## src/rtl/ch1_sweep.sv

```systemverilog
// Channel 1 frequency sweep engine: periodically recomputes the 11-bit
// channel frequency from the NR10 configuration and writes it back to the ch1 registers.
module ch1_sweep (
   input  logic        dyfa_1mhz,
   input  logic        napu_reset,
   input  logic        sweep_tick,
   input  logic        ch1_restart,
   input  logic [6:0]  nff10,
   input  logic [10:0] freq_in,
   output logic [10:0] acc_d,
   output logic        acc_load,
   output logic        ch1_off,
   output logic        busy
);

   typedef enum logic [1:0] {
      IDLE  = 2'd0,
      CALC  = 2'd1,
      CHECK = 2'd2
   } sweep_state_t;

   sweep_state_t state;

   logic [10:0] shadow;
   logic [3:0]  timer;
   logic        en;
   logic        neg_used;

   logic [2:0]  shift;
   logic [2:0]  period;
   logic        neg;
   logic [3:0]  reload;
   logic [11:0] delta;
   logic [11:0] sum;
   logic        overflow;

   // NR10 is delivered inverted; decode it back to true polarity.
   assign shift  = ~nff10[2:0];
   assign neg    = ~nff10[3];
   assign period = ~nff10[6:4];
   assign reload = (period == 3'd0) ? 4'd8 : {1'b0, period};

   // Subtraction can never borrow: the delta is at most the shadow itself.
   assign delta    = {1'b0, shadow >> shift};
   assign sum      = neg ? ({1'b0, shadow} - delta) : ({1'b0, shadow} + delta);
   assign overflow = sum[11];

   assign busy = (state != IDLE);

   // Write-back: acc_load qualifies acc_d for exactly one cycle. There is no
   // ready; the register block must accept the value in the cycle it is strobed.
   always_ff @(posedge dyfa_1mhz or negedge napu_reset) begin
      if (!napu_reset) begin
         state    <= IDLE;
         shadow   <= 11'd0;
         timer    <= 4'd0;
         en       <= 1'b0;
         neg_used <= 1'b0;
         acc_d    <= 11'd0;
         acc_load <= 1'b0;
         ch1_off  <= 1'b0;
      end else begin
         acc_load <= 1'b0;
         if (ch1_restart) begin
            shadow   <= freq_in;
            timer    <= reload;
            en       <= (period != 3'd0) || (shift != 3'd0);
            neg_used <= 1'b0;
            ch1_off  <= 1'b0;
            state    <= (shift != 3'd0) ? CHECK : IDLE;
         end else begin
            if (sweep_tick) begin
               if (timer > 4'd1) begin
                  timer <= timer - 4'd1;
               end else begin
                  timer <= reload;
                  // A request arriving while a calculation is in flight is dropped.
                  if (en && (period != 3'd0) && (state == IDLE))
                     state <= CALC;
               end
            end

            case (state)
               CALC: begin
                  if (overflow) begin
                     ch1_off <= 1'b1;
                  end else if (shift != 3'd0) begin
                     shadow   <= sum[10:0];
                     acc_d    <= sum[10:0];
                     acc_load <= 1'b1;
                  end
                  neg_used <= neg_used | neg;
                  state    <= CHECK;
               end
               CHECK: begin
                  if (overflow)
                     ch1_off <= 1'b1;
                  neg_used <= neg_used | neg;
                  state    <= IDLE;
               end
               default: ;
            endcase

            // Leaving negate mode after a negate calculation has been used kills the channel.
            if (neg_used && !neg)
               ch1_off <= 1'b1;
         end
      end
   end

endmodule

```

## config.mk

```make
export PLATFORM = sky130hd
export DESIGN_NAME = ch1_sweep
export DESIGN_NICKNAME = d
export VERILOG_FILES = /design/src/rtl/ch1_sweep.sv
export SDC_FILE = /design/constraint.sdc
export NUM_CORES = 1
export LEC_CHECK = 0
export CAP_MARGIN = 40
export CORE_UTILIZATION = 53
export DETAILED_ROUTE_END_ITERATION = 8
export PLACE_DENSITY = 0.79
export SETUP_SLACK_MARGIN = 0.5
export SYNTH_ARGS = -nofsm -noshare
export SYNTH_HDL_FRONTEND = slang
export SYNTH_SLANG_ARGS = --single-unit
```

## constraint.sdc

```tcl
create_clock -name dyfa_1mhz -period 5.6 [get_ports dyfa_1mhz]
set_input_delay 0.84 -clock dyfa_1mhz [delete_from_list [all_inputs] [get_ports dyfa_1mhz]]
set_output_delay 0.84 -clock dyfa_1mhz [all_outputs]
set_load 0.03 [all_outputs]
```

==> Word-level counts from Yosys, hierarchy flattened <==
Index checks and enable logic that the tools add are counted.
{ "op_classes": {"addsub": 3, "n_lt_le_gt_ge": 1, "eq_ne": 4, "shifts": 1, "muxes": 25, "bitwise": 6, "reduce_logical": 22} }
{ "ops": {"columns": ["op", "n"], "rows": [
  ["$mux W11", 4],
  ["$mux W4", 4],
  ["$add A11 B11 Y12", 1],
  ["$mux W12", 1],
  ["$reduce_bool A3 Y1", 4],
  ["$sub A11 B11 Y12", 1],
  ["$shr A11 B3 Y11", 1],
  ["$mux W1", 10],
  ["$mux W2", 5],
  ["$reduce_bool A2 Y1", 5],
  ["$reduce_bool A4 Y1", 2],
  ["$not A3 Y3", 2],
  ["$reduce_and A3 Y1", 2],
  ["$gt A4 B1 Y1 const B", 1],
  ["$ne A4 B2 Y1 const B", 1],
  ["$pmux W2 S2", 1],
  ["$reduce_and A4 Y1", 1],
  ["$sub A4 B1 Y4 const B", 1],
  ["$logic_and A1 B1 Y1", 3],
  ["$logic_not A3 Y1", 1],
  ["$not A1 Y1", 3],
  ["$eq A2 B1 Y1 const B", 1],
  ["$eq A2 B2 Y1 const B", 1],
  ["$logic_not A2 Y1", 1],
  ["other kinds (5)", 5]
]} }
{ "totals": {"register_bits": 32, "elab_cells": 70} }

==> Longest topological paths before layout <==
{ "depth": {"word_depth": 9, "depth_mapped": 21} }

==> Least setup slack after synthesis <==
OpenSTA, ideal clock, no wires.
{ "synth_timing": {"path_kind": "in2reg", "from": "in nff10[2]", "to": "reg acc_d[1]", "setup_time_ps": 127, "t_arrival_ps": 4890, "required_time_ps": 5473, "setup_slack_ps": 582, "stages": 21, "path_buffers": 4, "cell_sequence": "clkbuf_1 -> clkbuf_1 -> buf_1 -> mux2i_1 -> nand2_1 -> o21ai_1 -> o21a_1 -> ha_1 -> nand3_1 -> or3_1 -> o21a_1 -> xnor2_1 -> ha_1 -> a21o_1 -> a21o_1 -> a21oi_1 -> o21ai_1 -> xnor2_1 -> nor3_2 -> buf_6 -> mux2_1"} }
{ "synth_via": {"elab_chain_len": 6} }
{ "synth_rtl": {"columns": ["element", "line", "text"], "rows": [
  ["start, declared", "8", "input logic [6:0] nff10,"],
  ["$not A3 Y3 (*)", "38", "assign shift = ~nff10[2:0];"],
  ["$shr A11 B3 Y11", "44", "assign delta = {1'b0, shadow >> shift};"],
  ["$sub A11 B11 Y12 / $add A11 B11 Y12 (equally long branches)", "45", "assign sum = neg ? ({1'b0, shadow} - delta) : ({1'b0, shadow} + delta);"],
  ["$mux W12", "45", null],
  ["$not A1 Y1 (no line)", null, null],
  ["$reduce_and A4 Y1 (no line)", null, null],
  ["end signal, assigned", "89", "acc_d <= sum[10:0];"],
  ["end, declared", "10", "output logic [10:0] acc_d,"]
]} }
Every way passes the cells marked *; elsewhere a longest branch is shown, timed or not.
A chain may end at the register's enable or synchronous reset.

==> Worst setup path in the final report <==
{ "layout_timing": {"from": "in nff10[2]", "to": "reg acc_d[7]"} }
The elaborated chain is that of the path after synthesis.

==> out/summary.log <==
qor: outcome.status finished clean
qor: timing.timing_max_transition_violations_final 0
qor: layout.area.growth.synth_to_final 19.6%
qor: clock_tree.cts_hold_buffers 0
qor: grt.overflow_left_after_global_routing 0
qor: grt.grt_antenna_before_repair 0
qor: timing.timing_hold_violations_final 0
qor: layout.final_net_count 379
qor: layout.fraction_of_final_layout_cells_with_drive_strength_greater_than_1 9.44%
qor: synthesis.post-synth-top-count-cell sky130_fd_sc_hd__a21oi_1
qor: floorplanning.initial_core_util 55.0%
qor: power.power.leakage 1.47 nW
qor: clock_tree.insertion_delay 0.28 ns
qor: clock_tree.ctsLongestPathBuffers 2
qor: critical_path.start_kind input port
qor: synthesis.synth.top_cells.by_area sky130_fd_sc_hd__dfrtp_1, sky130_fd_sc_hd__ha_1, sky130_fd_sc_hd__mux4_2, sky130_fd_sc_hd__a21oi_1, sky130_fd_sc_hd__mux2_1
qor: floorplanning.design.core.area 5110 um^2
qor: critical_path.timing_worst_setup_path_type input port to flop
qor: critical_path.cp_data_arrival_time 4.97 ns
qor: critical_path.timing.critical_path.required 5.76 ns
qor: synthesis.mappedNetlistNets 346
qor: route.dr.first_iter.drc_count 110
qor: route.drt_pass1_iterations 4
qor: timing.clock_skew 0.00637 ns
qor: power.ir_drop 0.259 mV
qor: min_path.worst_hold_startpoint acc_d[1]
qor: route.wirelength 6540 um
qor: clock_tree.cts_htree_levels 2
qor: synthesis.synth-async-reset-ratio 100%
qor: layout.combined_area_of_the_multi_input_logic_cells 1870 um^2
qor: timing.final_min_period_over_clock_period 85.8%
qor: synthesis.synth-seq-area-share 28.5%
qor: layout.diodes_inserted 0
qor: grt.groute.usage.overall 25.7%
qor: critical_path.worst_r2r_path_depth 17
qor: floorplanning.core.rowCount 26
qor: synthesis.ys.warnings.count 0
qor: synthesis.synth_edf_count 0
qor: timing.tightestPinTransition 0.855 ns
qor: critical_path.r2r_setup_slk 1.17 ns
qor: synthesis.postSynthAreaPerCell 9.21 um^2
qor: min_path.worst_hold_path.endpoint acc_d[1]
qor: route.wl_per_cell 16.0 um
qor: timing.timing.final.setup_violations 0
qor: layout.final.fill_count 434
qor: placement.place_area 3220 um^2
qor: route.drt.antenna.violating_nets 0
qor: synthesis.synth_cell_types 50
qor: synthesis.yosysTopAreaCellShare 28.5%
qor: layout.post-route-cell-area 3360 um^2
qor: run.number_of_maximum_capacitance_violations 0
qor: route.detail_route.drc_violations 0
qor: grt.grt_start_max_net_pins 39
qor: floorplanning.fp.dieArea 5590 um^2
qor: synthesis.postSynth.topFlopCell sky130_fd_sc_hd__dfrtp_1
qor: layout.sequential_cell_area 801 um^2
qor: grt.grt_pass1_vias 2317
qor: clock_tree.clkTransAtPathRegs 0.07 ns
qor: min_path.holdCritPathClass flop to flop
qor: floorplanning.io-pin-count 36
qor: timing.relSlewSlack 42.6%
qor: critical_path.critPathCaptureType flop
qor: grt.global_route_wire_length_before_repair 11000 um
qor: timing.tns 0 ns
qor: floorplanning.die_w 74.8 um
qor: clock_tree.postCtsSetupRepairBufs 0
qor: critical_path.worst_r2r_endpoint acc_d[7]
qor: clock_tree.total_clock_buffers_created_by_cts 5
qor: synthesis.postSynthRegisterBits 32
qor: clock_tree.cts_tree built
qor: synthesis.syn_inst_count 305
qor: min_path.worst_hold_path.num_cells 1
qor: power.power_density 270 nW/um^2
qor: critical_path.worstPathMaxFanout 21
qor: synthesis.netlist.top_cell.by_area sky130_fd_sc_hd__dfrtp_1
qor: route.vias_per_cell 5.99
qor: timing.fmax 208 MHz
qor: floorplanning.floorplan.die.height 74.8 um
qor: critical_path.r2r-start shadow[8]
qor: timing.period_needed 4.81 ns
qor: synthesis.synth.top_cells.by_count sky130_fd_sc_hd__a21oi_1, sky130_fd_sc_hd__dfrtp_1, sky130_fd_sc_hd__nand2_1
qor: synthesis.summed_instance_area_of_the_synthesized_netlist 2810 um^2
qor: placement.numPortBuffers 35
qor: timing.rsz0062_at_grt no
qor: clock_tree.tritoncts_num_sinks 32
qor: clock_tree.post_cts_resize_count 2
qor: clock_tree.library_cell_used_as_clock_root_buffer sky130_fd_sc_hd__clkbuf_8
qor: placement.finalWeightedCongestion 0.846
qor: placement.dp_hpwl 4810 um
qor: route.via_count 2450
[metal layers]
metal | global-route usage (%) | vias up | part of all wire (%)
met3 | 4.55 | 9 | 4.9
met5 | 0 | - | 0
met2 | 40.2 | 74 | 46
met1 | 36.7 | 1178 | 48
li1 | - | 1189 | -
met4 | 7.13 | 0 | 1.1
[stage by stage]
stage | hold slack, ns | worst slack [ns] | cells | util (%) | power [W]
6_report | 0.489 | 0.794 | 409 | 65.7 | 0.000906
5_1_grt | 0.512 | 0.523 | 409 | 65.7 | 0.000964
3_3_place_gp | 0.469 | 0.297 | 401 | 63.0 | 0.000653
4_1_cts | 0.489 | 0.539 | 409 | 65.5 | 0.000906
3_5_place_dp | 0.474 | 0.196 | 401 | 63.0 | 0.000660
2_1_floorplan | 0.463 | 0.582 | 305 | - | 0.000553
[how the worst max path moves through the flow]
stage / startpoint / endpoint / slack, ns / cells after the start
2_1_floorplan: nff10[2] / acc_d[1] / 0.58 / 21
3_3_place_gp: nff10[2] / acc_d[0] / 0.30 / 18
3_5_place_dp: nff10[2] / acc_d[9] / 0.20 / 18
4_1_cts: nff10[0] / acc_d[7] / 0.54 / 18
5_1_grt: nff10[2] / acc_d[10] / 0.52 / 18
6_report: nff10[2] / acc_d[7] / 0.79 / 18
[power by group]
group | internal [W] | total [W] | switching (W)
Combinational | 0.000168 | 0.000383 | 0.000215
Clock | 0.000157 | 0.000243 | 0.0000858
Sequential | 0.000252 | 0.000280 | 0.0000285
[cell usage in the layout, fill, tap and decap left out, types with 7 or more instances in the layout]
| cell | count |
|---|---|
| sky130_fd_sc_hd__nor2_1 | 20 |
| sky130_fd_sc_hd__mux4_2 | 8 |
| sky130_fd_sc_hd__a21oi_1 | 34 |
| sky130_fd_sc_hd__nand2_1 | 22 |
| sky130_fd_sc_hd__inv_1 | 10 |
| sky130_fd_sc_hd__a221o_1 | 8 |
| sky130_fd_sc_hd__ha_1 | 18 |
| sky130_fd_sc_hd__mux2_1 | 15 |
| sky130_fd_sc_hd__o21ai_1 | 11 |
| sky130_fd_sc_hd__nand2b_1 | 10 |
| sky130_fd_sc_hd__dfrtp_1 | 32 |
| sky130_fd_sc_hd__clkbuf_8 | 7 |
| sky130_fd_sc_hd__xor2_1 | 9 |
| sky130_fd_sc_hd__clkdlybuf4s50_1 | 32 |
| sky130_fd_sc_hd__xnor2_1 | 10 |
| sky130_fd_sc_hd__buf_4 | 7 |
| sky130_fd_sc_hd__nor3_1 | 11 |
[critical path: stages]
cell	delay, ns
sky130_fd_sc_hd__clkdlybuf4s15_1	0.42
sky130_fd_sc_hd__buf_4	0.30
sky130_fd_sc_hd__mux2_1	0.37
sky130_fd_sc_hd__nor2_1	0.11
sky130_fd_sc_hd__o31a_1	0.19
sky130_fd_sc_hd__nand3_1	0.13
sky130_fd_sc_hd__or3_1	0.35
sky130_fd_sc_hd__o21a_1	0.19
sky130_fd_sc_hd__xnor2_1	0.19
sky130_fd_sc_hd__ha_1	0.28
sky130_fd_sc_hd__a21o_1	0.17
sky130_fd_sc_hd__a21o_1	0.17
sky130_fd_sc_hd__a21oi_1	0.17
sky130_fd_sc_hd__o21ai_1	0.16
sky130_fd_sc_hd__xnor2_1	0.21
sky130_fd_sc_hd__nor3_2	0.16
sky130_fd_sc_hd__buf_6	0.23
sky130_fd_sc_hd__mux2_1	0.35
[cell type report]
cell class	count	area share, %
multi-input combinational	244	55.7
sequential	32	23.9
timing repair buffer	44	12.8
clock buffer	7	2.87
tap	70	2.61
inverter	11	1.23
clock inverter	1	0.895
[cell families after synthesis]
family                   share of synthesized area [%]
flip-flops                                        28.5
buffers and inverters                             4.86
multiplexers                                      14.7
XOR/XNOR                                          5.93
AND/OR/NAND/NOR                                   14.4
AO/OA/AOI/OAI                                     22.9
adder cells (fa/ha/maj)                           8.73
[sequential cells by signal (all words and copies together) (netlist names)]
register  flops
en            1
neg_used      1
acc_load      1
ch1_off       1
state         2
acc_d        11
timer         4
shadow       11
No activity file was read; power rests on OpenSTA's default activity.
